<file path="config.mk">
export PLATFORM = sky130hd
export DESIGN_NAME = alu_seq_ctrl
export DESIGN_NICKNAME = d
export VERILOG_FILES = /design/src/rtl/alu_seq_ctrl.sv
export SDC_FILE = /design/constraint.sdc
export NUM_CORES = 1
export LEC_CHECK = 0
export CAP_MARGIN = 20
export CORE_MARGIN = 5
export CORE_UTILIZATION = 38
export CTS_BUF_LIST = sky130_fd_sc_hd__clkbuf_8
export DETAILED_ROUTE_END_ITERATION = 12
export PLACE_DENSITY_LB_ADDON = 0.1
export SETUP_SLACK_MARGIN = 0.3
export SYNTH_ARGS = -nofsm -noshare
export SYNTH_HDL_FRONTEND = slang
export SYNTH_SLANG_ARGS = --single-unit
export TNS_END_PERCENT = 100
</file>
<file path="constraint.sdc">
create_clock -name clk -period 1.5 [get_ports clk]
set_clock_uncertainty 0.05 [all_clocks]
set_input_delay 0.15 -clock clk [delete_from_list [all_inputs] [get_ports clk]]
set_output_delay 0.15 -clock clk [all_outputs]
set_load 0.01 [all_outputs]
</file>
<file path="src/rtl/alu_seq_ctrl.sv">
// -----------------------------------------------------------------------------
// alu_seq_ctrl
//
// Command-side sequencer for a combinational N-bit ALU. A command (op, A, B)
// is accepted over a valid/ready handshake, presented to the ALU for exactly
// one cycle, and the ALU result and flags are captured and returned over a
// valid/ready response handshake. The last captured result is kept so that a
// chained command can use it as operand A (cmd_fwd_a).
//
// Optional feature macro: ALU_SEQ_STICKY_EN
//   defined   : sticky_carry / sticky_overflow accumulate captured flags,
//               sticky_clr clears them (a capture in the same cycle wins).
//   undefined : sticky outputs tied 0, sticky_clr ignored.
//
// Ports
//   clk, rst                  clock, asynchronous active-high reset
//   cmd_valid/cmd_ready       command handshake
//   cmd_op/cmd_a/cmd_b        command op and operands
//   cmd_fwd_a                 use last captured result as operand A
//   alu_en/alu_op/alu_a/alu_b ALU request port (alu_en high one cycle)
//   alu_result/alu_carry/alu_overflow/alu_zero  ALU response (combinational)
//   rsp_valid/rsp_ready       response handshake
//   rsp_op/rsp_result/rsp_carry/rsp_overflow/rsp_zero  captured response
//   op_count                  completed responses, wraps 255 -> 0
//   sticky_clr                clear sticky flags
//   sticky_carry/sticky_overflow  accumulated flags
// -----------------------------------------------------------------------------
module alu_seq_ctrl #(
  parameter int N = 4
) (
  input  logic         clk,
  input  logic         rst,
  input  logic         cmd_valid,
  output logic         cmd_ready,
  input  logic [2:0]   cmd_op,
  input  logic [N-1:0] cmd_a,
  input  logic [N-1:0] cmd_b,
  input  logic         cmd_fwd_a,
  output logic         alu_en,
  output logic [2:0]   alu_op,
  output logic [N-1:0] alu_a,
  output logic [N-1:0] alu_b,
  input  logic [N-1:0] alu_result,
  input  logic         alu_carry,
  input  logic         alu_overflow,
  input  logic         alu_zero,
  output logic         rsp_valid,
  input  logic         rsp_ready,
  output logic [2:0]   rsp_op,
  output logic [N-1:0] rsp_result,
  output logic         rsp_carry,
  output logic         rsp_overflow,
  output logic         rsp_zero,
  output logic [7:0]   op_count,
  input  logic         sticky_clr,
  output logic         sticky_carry,
  output logic         sticky_overflow
);

  typedef enum logic [1:0] {
    IDLE  = 2'd0,
    ISSUE = 2'd1,
    RESP  = 2'd2
  } state_t;

  state_t       state, state_nxt;
  logic [N-1:0] prev_result;
  logic         accept, capture, complete;

  assign accept   = (state == IDLE)  && cmd_valid;
  assign capture  = (state == ISSUE);
  assign complete = (state == RESP)  && rsp_ready;

  // NOTE: sequential state uses non-blocking assignments so every register
  // samples the pre-edge values of the others, independent of block order.
  always_ff @(posedge clk or posedge rst) begin
    if (rst) state <= IDLE;
    else     state <= state_nxt;
  end

  // NOTE: every output of this block gets a default before the case so no
  // path leaves a signal unassigned (which would infer a latch).
  always_comb begin
    state_nxt = state;
    cmd_ready = 1'b0;
    alu_en    = 1'b0;
    rsp_valid = 1'b0;
    unique case (state)
      IDLE: begin
        cmd_ready = 1'b1;
        if (cmd_valid) state_nxt = ISSUE;
      end
      ISSUE: begin
        alu_en    = 1'b1;
        state_nxt = RESP;
      end
      RESP: begin
        rsp_valid = 1'b1;
        if (rsp_ready) state_nxt = IDLE;
      end
      default: state_nxt = IDLE;
    endcase
  end

  // The command registers drive the ALU port directly: they only change on
  // accept, so outside ISSUE the ALU inputs hold the last issued command.
  always_ff @(posedge clk or posedge rst) begin
    if (rst) begin
      alu_op <= '0;
      alu_a  <= '0;
      alu_b  <= '0;
    end else if (accept) begin
      alu_op <= cmd_op;
      alu_a  <= cmd_fwd_a ? prev_result : cmd_a;
      alu_b  <= cmd_b;
    end
  end

  // Response capture at the end of the ISSUE cycle; held until the next one.
  always_ff @(posedge clk or posedge rst) begin
    if (rst) begin
      rsp_op       <= '0;
      rsp_result   <= '0;
      rsp_carry    <= 1'b0;
      rsp_overflow <= 1'b0;
      rsp_zero     <= 1'b0;
      prev_result  <= '0;
    end else if (capture) begin
      rsp_op       <= alu_op;
      rsp_result   <= alu_result;
      rsp_carry    <= alu_carry;
      rsp_overflow <= alu_overflow;
      rsp_zero     <= alu_zero;
      prev_result  <= alu_result;
    end
  end

  always_ff @(posedge clk or posedge rst) begin
    if (rst)           op_count <= '0;
    else if (complete) op_count <= op_count + 8'd1;
  end

`ifdef ALU_SEQ_STICKY_EN
  // A clear and a flag-setting capture on the same edge leave the flag set.
  always_ff @(posedge clk or posedge rst) begin
    if (rst) begin
      sticky_carry    <= 1'b0;
      sticky_overflow <= 1'b0;
    end else begin
      sticky_carry    <= (sticky_carry    & ~sticky_clr) | (capture & alu_carry);
      sticky_overflow <= (sticky_overflow & ~sticky_clr) | (capture & alu_overflow);
    end
  end
`else
  logic unused_sticky_clr;
  assign unused_sticky_clr = sticky_clr;
  assign sticky_carry      = 1'b0;
  assign sticky_overflow   = 1'b0;
`endif

endmodule

</file>
# ---- After elaboration in Yosys (flattened, before gate mapping)
# Index checks and enable logic that the tools add are counted.
dict set report classes {
  reduce_logical 4
  mux 7
  add_sub_neg 1
  eq_ne 4
}
# op n
set ops {}
lappend ops {{8-bit by 1-bit adder with 8-bit output (second input constant)} 1}
lappend ops {{2-bit one-hot mux with 3 select lines} 1}
lappend ops {{2-bit two-way mux} 2}
lappend ops {{4-bit two-way mux} 1}
lappend ops {{2-bit inequality test (second input constant)} 2}
lappend ops {{1-bit two-way mux} 3}
lappend ops {{2-bit by 1-bit equality test with 1-bit output (second input constant)} 1}
lappend ops {{2-bit equality test (second input constant)} 1}
lappend ops {{1-bit logical AND} 2}
lappend ops {{2-bit logical NOT} 1}
lappend ops {{2-bit AND reduction} 1}
dict set report totals {
  regBits 31
  out_inout_bits 34
  in_bits 24
  wordCells 26
}

# ---- Depth between registers and ports, before layout
# Gate-level depths: netlist of the first run.
dict set report depth {
  ltp_word 3
  mapped_depth 4
  mapped_depth_nobuf 3
}

# ---- Worst setup path after synthesis of the first run
# Ideal clock, no wire load.
dict set report synth_timing {
  path_kind {register to register}
  startpoint {register state[0]}
  endpoint {register alu_b[3]}
  synth_period_minus_slack_ps 1414
  path_stages_with_launch 4
  setup_ps 127
  required_time_ps 1323
  n_path_buf 1
  t_arrival_ps 1237
  slack_ps 86
  cell_sequence {dfrtp_1 nor3b_4 buf_6 mux2_1}
}
dict set report synth_via {
  elab_chain_cells 2
}
# element line
set synth_rtl {}
lappend synth_rtl {{from (decl)} 66} ;# state_t state, state_nxt;
lappend synth_rtl {{from (signal assigned)} 78} ;# else state <= state_nxt;
lappend synth_rtl {{2-bit logical NOT} 70} ;# assign accept = (state == IDLE) && cmd_valid;
lappend synth_rtl {{1-bit logical AND} 70}
lappend synth_rtl {{to (signal assigned)} 115} ;# alu_b <= cmd_b;
lappend synth_rtl {{to (decl)} 42} ;# output logic [N-1:0] alu_b,
# No other way between the ends.
# A chain may end at the register's enable or synchronous reset.

# ---- Worst setup path after layout of the first run
dict set report layout_timing {
  startpoint {register state[1]}
  endpoint {register op_count[1]}
}
dict set report layout_via {
  elab_chain_cells 2
}
# element line
set layout_rtl {}
lappend layout_rtl {{2-bit equality test} 72} ;# assign complete = (state == RESP) && rsp_ready;
lappend layout_rtl {{1-bit logical AND} 72}
lappend layout_rtl {{to (signal assigned)} 140} ;# else if (complete) op_count <= op_count + 8'd1;
lappend layout_rtl {{to (decl)} 54} ;# output logic [7:0] op_count,
# No other way between the ends.

==> out/results.txt, run 1 <==
Final hold vios: 0
Seq/Total Area, Yosys: 60.0%
GRT Total Usage: 14.7%
Chip Height: 68.4 um
Mux cell area share after synthesis: 18.8%
Clock Tree Root: clkbuf_8
Register bit total from synthesis: 31
Total wire length: 3240 um
EDFF count, synth: 0
Slew Limit Fails: 0
Post-Synth Simple-Gate Area: 9.28%
Setup crit end kind: flop
Die ar.: 4670 um^2
CP delay by family, top: flip-flops
Register Area: 779 um^2
Prevailing post-synth register cell: dfrtp_1
R2R depth: 4
Core Footprint: 3310 um^2
Total grt overflow: 0
CP cell instances: buf_6, buf_6, and3b_2, mux2_4
Critical R2R Launch: state[1]
Top post-synthesis cells by count: 31 x dfrtp_1, 17 x mux2_2, 6 x nor2_1
Max incr delay on CP: 0.45 ns
DRT Pass-1 Iters: 2
Crit-path most repeated cell: buf_6
CTS tree: done
Routed via count: 998
CP Class: reg2reg
Row cnt: 21
Final Net Count: 198
DRT antenna net count: 0
Initial core utilization: 39.1%
Dominant cell type by area after synthesis: dfrtp_1
Routability-driven placement congestion ratio: 0.770
Worst hold path type: in2async
FMAX: 0.722 GHz
Crit-path max FO: 5
CTS Buf Count: 5
Chip width: 68.4 um
Synth Cell Area: 1290 um^2
WL/cell: 14.7 um
TNS Setup: 0 ns
# fillers: 270
Vias in the first global route: 1029
RSZ-0062 raised after global routing: yes
Metal-1 WL: 1390 um
Lkg Pwr: 1.08 nW
Io pins: 58
Post-Synth XOR/XNOR Area: 4.74%
Most common cell in the netlist: dfrtp_1
Dpl hpwl: 2080 um
Worst setup SP type: flop
Critical Path RT: 1.61 ns
Longest Clk Path Bufs: 2
Area delta synth->final: 72.0%
# Max-Cap Violations: 0
Syn avg cell area: 13.6 um^2
Top sig layer: met4
Outcome: finished clean
# DRC: 0
Minimum hold slack: 0.197 ns
Adder-Cell Fraction of Synth Area: 0.967%
Top post-synthesis cells by area: dfrtp_1 60%, mux2_2 15%, mux2i_1 3.1%
Critical R2R Capture: op_count[1]
First-pass GRT wire length: 4930 um
Clock latency on the worst-skew pair: 0.28 ns
Area occupied by multi-input gates: 591 um^2
Pwr Total: 4.23 mW
CP max stage cell: dfrtp_2
Tmin final: 1.38 ns
Port bufs: 54
Final critical-path share of the clock period: 92.3%
Post-synthesis compound-gate area fraction: 2.13%
R2R setup slack: 0.12 ns
Final std cells w/o fill: 220
Maximum resistive drop on vdd: 918 uV
Met3 wire len: 286 um
DR WL met2: 1520 um
Cells after synthesis: 95
Bufs and invs on worst path: 2
Initial DRC count: 17
CTS H-tree lvls: 2
Power per cell area: 1900 nW/um^2
Dpl cells: 194
Ys async rst share: 100%
# diodes: 0
Yosys top cell area share: 60.0%
Arr. time, crit path: 1.50 ns
Yosys cell types: 25
Initial antenna violation count: 0
Clk slew on worst S/H paths: 0.06 ns
# setup viols final: 0
Synth warn: 0
Largest net degree at the start of global routing: 32
Main combinational cell family by area after synthesis: multiplexers
Vias/cell: 4.54
Layout cells sized above 1: 37.4%
CTS sink cnt: 31
## area by class of cell
cell class	instances	area share, %
repair buffers	76	31.8
inverters	2	0.337
flip-flops and latches	31	35.0
clock buffers	5	3.09
well taps	46	2.59
clock inverters	3	0.562
multi-input cells	57	26.5
## logic make-up after synthesis
family          count (synthesis)
fa+ha+maj                       1
compound gates                  5
xor+xnor                        7
buf+inv                         8
mux                            22
simple gates                   20
other cells                     1
flops                          31
## power breakdown
group          switching [mW]  internal [mW]  total (mW)
Sequential              0.278           1.21        1.49
Combinational           0.831           1.30        2.13
Clock                   0.292          0.311       0.602
Total                    1.40           2.83        4.23
## worst max path at each step
| stage | from | depth (start not counted) | endpoint |
|---|---|---|---|
| 3_3_place_gp | cmd_valid | 4 | alu_b[0] |
| 3_5_place_dp | cmd_valid | 4 | alu_b[0] |
| 2_1_floorplan | state[1] | 3 | alu_b[3] |
| 6_report | state[1] | 4 | op_count[1] |
| 4_1_cts | state[0] | 2 | rsp_valid |
| 5_1_grt | state[1] | 4 | op_count[1] |
## state kept, by name, summed over array words and instances, names as in the netlist
name / count
op_count: 8
alu_a: 4
alu_b: 4
prev_result: 4
alu_op: 3
rsp_op: 3
state: 2
rsp_carry: 1
rsp_overflow: 1
rsp_zero: 1
## per-layer routing
metal  GRT usage [%]  vias up
met5               0        -
met4            5.21        0
met3            7.22        5
met2            22.6       38
met1            17.6      479
li1                -      476
## layout by cell type, fill, tap and decap left out, types with 2 or more instances in the layout
master / instances
conb_1: 2
nand2_1: 3
a21oi_2: 4
dfrtp_1: 28
nor2_2: 2
nand4_1: 3
mux2i_1: 4
clkdlybuf4s50_1: 22
buf_4: 13
buf_6: 9
inv_1: 4
nor3_2: 2
dlygate4sd2_1: 21
nor2_4: 2
mux2_4: 18
xnor2_1: 3
clkbuf_8: 5
nor2_1: 2
xor2_1: 4
dfrtp_2: 3
clkdlybuf4s15_1: 8
## stage by stage
step	setup WS (ns)	area (um^2)	util, %
6_report	0.115	2220	67.2
4_1_cts	0.0907	2090	63.2
3_3_place_gp	0.0108	1890	57.1
2_1_floorplan	0.0888	1310	-
5_1_grt	0.0764	2220	67.2
3_5_place_dp	0.00432	1890	57.1
## worst min-delay path, cell delays in order
cell and delay [ns]:
clkdlybuf4s50_1 0.39, inv_1 0.05, buf_4 0.35
## what timing repair did
item                       CTS  global route
hold buffers                 0             0
setup buffers               13             4
pin swaps                    7             2
setup endpoints to repair   55            45
cloned                       1             0
gates resized for setup     58            35
Note: power is estimated with default switching activity, not from simulation.
==> inputs of run 2 (changes only) <==
--- a/config.mk
+++ b/config.mk
@@ -6,11 +6,11 @@
 export NUM_CORES = 1
 export LEC_CHECK = 0
 export CAP_MARGIN = 20
-export CORE_MARGIN = 5
-export CORE_UTILIZATION = 38
+export CORE_UTILIZATION = 42
 export CTS_BUF_LIST = sky130_fd_sc_hd__clkbuf_8
 export DETAILED_ROUTE_END_ITERATION = 12
 export PLACE_DENSITY_LB_ADDON = 0.1
+export RECOVER_POWER = 100
 export SETUP_SLACK_MARGIN = 0.3
 export SYNTH_ARGS = -nofsm -noshare
 export SYNTH_HDL_FRONTEND = slang
==> constraint.sdc (replaced) <==
create_clock -name clk -period 1.35 [get_ports clk]
set_clock_uncertainty 0.05 [all_clocks]
set_input_delay 0.135 -clock clk [delete_from_list [all_inputs] [get_ports clk]]
set_output_delay 0.135 -clock clk [all_outputs]
set_load 0.01 [all_outputs]
==> run 2 against run 1 <==
Against the previous run: the run now ends with design-rule violations, negative setup slack left; critical path depth fell by 1; clock power grew 29%; first-iteration DRC count up 59%; sequential power up 11%; cell count decreased by 5.0%; maximum frequency rose by 2.5%; critical endpoint is now alu_b[2]; largest power group unchanged; core utilization grew 8.2 points; worst hold slack gained 0.16 ns; critical path type unchanged; clock-buffer cell count increased by 2.
==> out/results.txt, run 2 (synthesis gave the netlist of run 1 again) <==
Initial antenna violation count: 0 (unchanged)
Layout cells sized above 1: 45.5% (+8.1 points)
Critical Path Start: state[1]
# setup viols final: 2 (+2)
# DRC: 4 (+4)
Row cnt: 19 (-9.5%)
Largest register FFs: 8 (unchanged)
Bufs and invs on worst path: 1 (-1)
CTS tree: done
Initial core utilization: 45.7% (+6.7 points)
FMAX: 0.740 GHz (+2.5%)
Routed via count: 1038 (+4.0%)
CP delay by family, top: flip-flops
Power per cell area: 2200 nW/um^2 (+16%)
Port bufs: 54 (unchanged)
CP cell instances: nor3b_4, buf_6, mux2_4
CTS Buf Count: 5 (unchanged)
Longest Clk Path Bufs: 2 (unchanged)
Outcome: complete, but fails checks
Lkg Pwr: 1.02 nW (-5.3%)
Vias/cell: 4.97 (+9.5%)
Clock Tree Root: clkbuf_8
# fillers: 210 (-22%)
Die ar.: 3310 um^2 (-29%)
Slew Limit Fails: 0 (unchanged)
First-pass GRT wire length: 4780 um (-3.1%)
CTS H-tree lvls: 2 (unchanged)
Largest net degree at the start of global routing: 19 (-41%)
Minimum hold slack: 0.361 ns (+0.164 ns)
Dpl hpwl: 2050 um (-1.3%)
RSZ-0062 raised after global routing: yes
CTS Hold Bufs: 0 (unchanged)
Final worst setup slack: -0.000703 ns (-0.116 ns)
Io pins: 58 (unchanged)
Worst slew pin tran: 0.720 ns
Final hold vios: 0 (unchanged)
R2R setup slack: -0.0007 ns (-0.12 ns)
Max incr delay on CP: 0.45 ns (about the same)
Final Net Count: 202 (+2.0%)
Chip width: 57.5 um (-16%)
Core Footprint: 2830 um^2 (-15%)
R2R depth: 3 (-1)
Tmin final: 1.35 ns (-0.0340 ns)
Worst hold path type: in2async
Vias in the first global route: 1040 (+1.1%)
CTS sink cnt: 31 (unchanged)
# diodes: 0 (unchanged)
Reg with most FFs: op_count
Failing checks: design-rule violations, negative setup slack
GRT Total Usage: 19.3% (+4.7 points)
WL/cell: 15.2 um (+3.2%)
Cell count along the critical path: 3 (-1)
Routability-driven placement congestion ratio: 0.721 (-6.4%)
Clk slew on worst S/H paths: 0.06 ns (about the same)
Finished Core Util: 75.4% (+8.2 points)
Total grt overflow: 0 (unchanged)
Dpl cell area: 1920 um^2 (+1.7%)
Initial DRC count: 27 (+10)
TNS Setup: -0.000865 ns (-0.000865 ns)
Setup crit end kind: flop
Critical R2R Launch: state[1]
Critical Path RT: 1.46 ns (-0.15 ns)
Critical R2R Capture: alu_b[2]
Final critical-path share of the clock period: 100% (+7.7 points)
Crit path to: alu_b[2]
Area delta synth->final: 64.8%
Slew margin rel.: 52.0%
Arr. time, crit path: 1.46 ns (-0.04 ns)
Fin area: 2130 um^2 (-4.2%)
Clock latency on the worst-skew pair: 0.27 ns (about the same)
Maximum resistive drop on vdd: 1190 uV (+30%)
Most common cell after layout, fill and taps aside: dfrtp_1
DRT antenna net count: 0 (unchanged)
CP Class: reg2reg
Total wire length: 3180 um (-1.9%)
DRT Pass-1 Iters: 8 (+6)
Final std cells w/o fill: 209 (-5.0%)
CP max stage cell: dfrtp_2
Commonest non-fill, non-tap cells in the layout: 29 x dfrtp_1, 21 x clkdlybuf4s50_1, 20 x clkbuf_1, 18 x mux2_4, 17 x buf_4
# Max-Cap Violations: 0 (unchanged)
Worst setup SP type: flop
Dpl cells: 184 (-5.2%)
Crit-path max FO: 7 (+2)
Chip Height: 57.5 um (-16%)
[run 2: area by class of cell]
| type | instances | area (um^2) | area share, % |
|---|---|---|---|
| clock inverters | 1 | 3.75 | 0.176 |
| inverters | 2 | 7.51 | 0.352 |
| well taps | 31 | 38.8 | 1.82 |
| flip-flops and latches | 31 | 778 | 36.5 |
| clock buffers | 7 | 96.3 | 4.52 |
| multi-input cells | 57 | 614 | 28.8 |
| repair buffers | 80 | 593 | 27.8 |
[run 2: metal layers]
layer / GRT usage [%] / routed length [um]
met1: 23.4 / 1340
met5: 0 / 0
met3: 7.26 / 230
met2: 31.4 / 1560
met4: 7.32 / 43
[run 2: stage by stage]
| step | power [mW] | setup slack, ns |
|---|---|---|
| 5_1_grt | 4.96 | -0.0392 |
| 3_3_place_gp | 3.60 | -0.113 |
| 3_5_place_dp | 3.68 | -0.126 |
| 2_1_floorplan | 2.56 | -0.0610 |
| 4_1_cts | 4.37 | 0.0148 |
| 6_report | 4.70 | -0.000703 |
[run 2: worst register-to-register path, cell delays in order (launching register included)]
cell	delay, ns
dfrtp_2	0.45
nor3b_4	0.25
buf_6	0.18
mux2_4	0.30
[run 2: repair_timing]
item / CTS / global route
gates resized for setup: 138 / 34
pin swaps: 6 / 5
setup endpoints to repair: 62 / 33
buffers inserted: 14 / 3
[run 2: power by group]
group | switching (mW) | leakage, nW | total (mW) | internal (mW)
Combinational | 0.981 | 0.595 | 2.27 | 1.29
Clock | 0.318 | 0.0557 | 0.775 | 0.457
Sequential | 0.307 | 0.371 | 1.65 | 1.35
Total | 1.61 | 1.02 | 4.70 | 3.09
[run 2: worst min path at each step]
stage	end	startpoint	slack, ns
finish	rsp_op[2]	rst	0.36
global route	alu_op[0]	rst	0.40
CTS	rsp_carry	rst	0.12
detailed placement	rsp_carry	rst	0.42
global placement	op_count[7]	op_count[7]	0.41
floorplan	alu_a[0]	rst	0.19
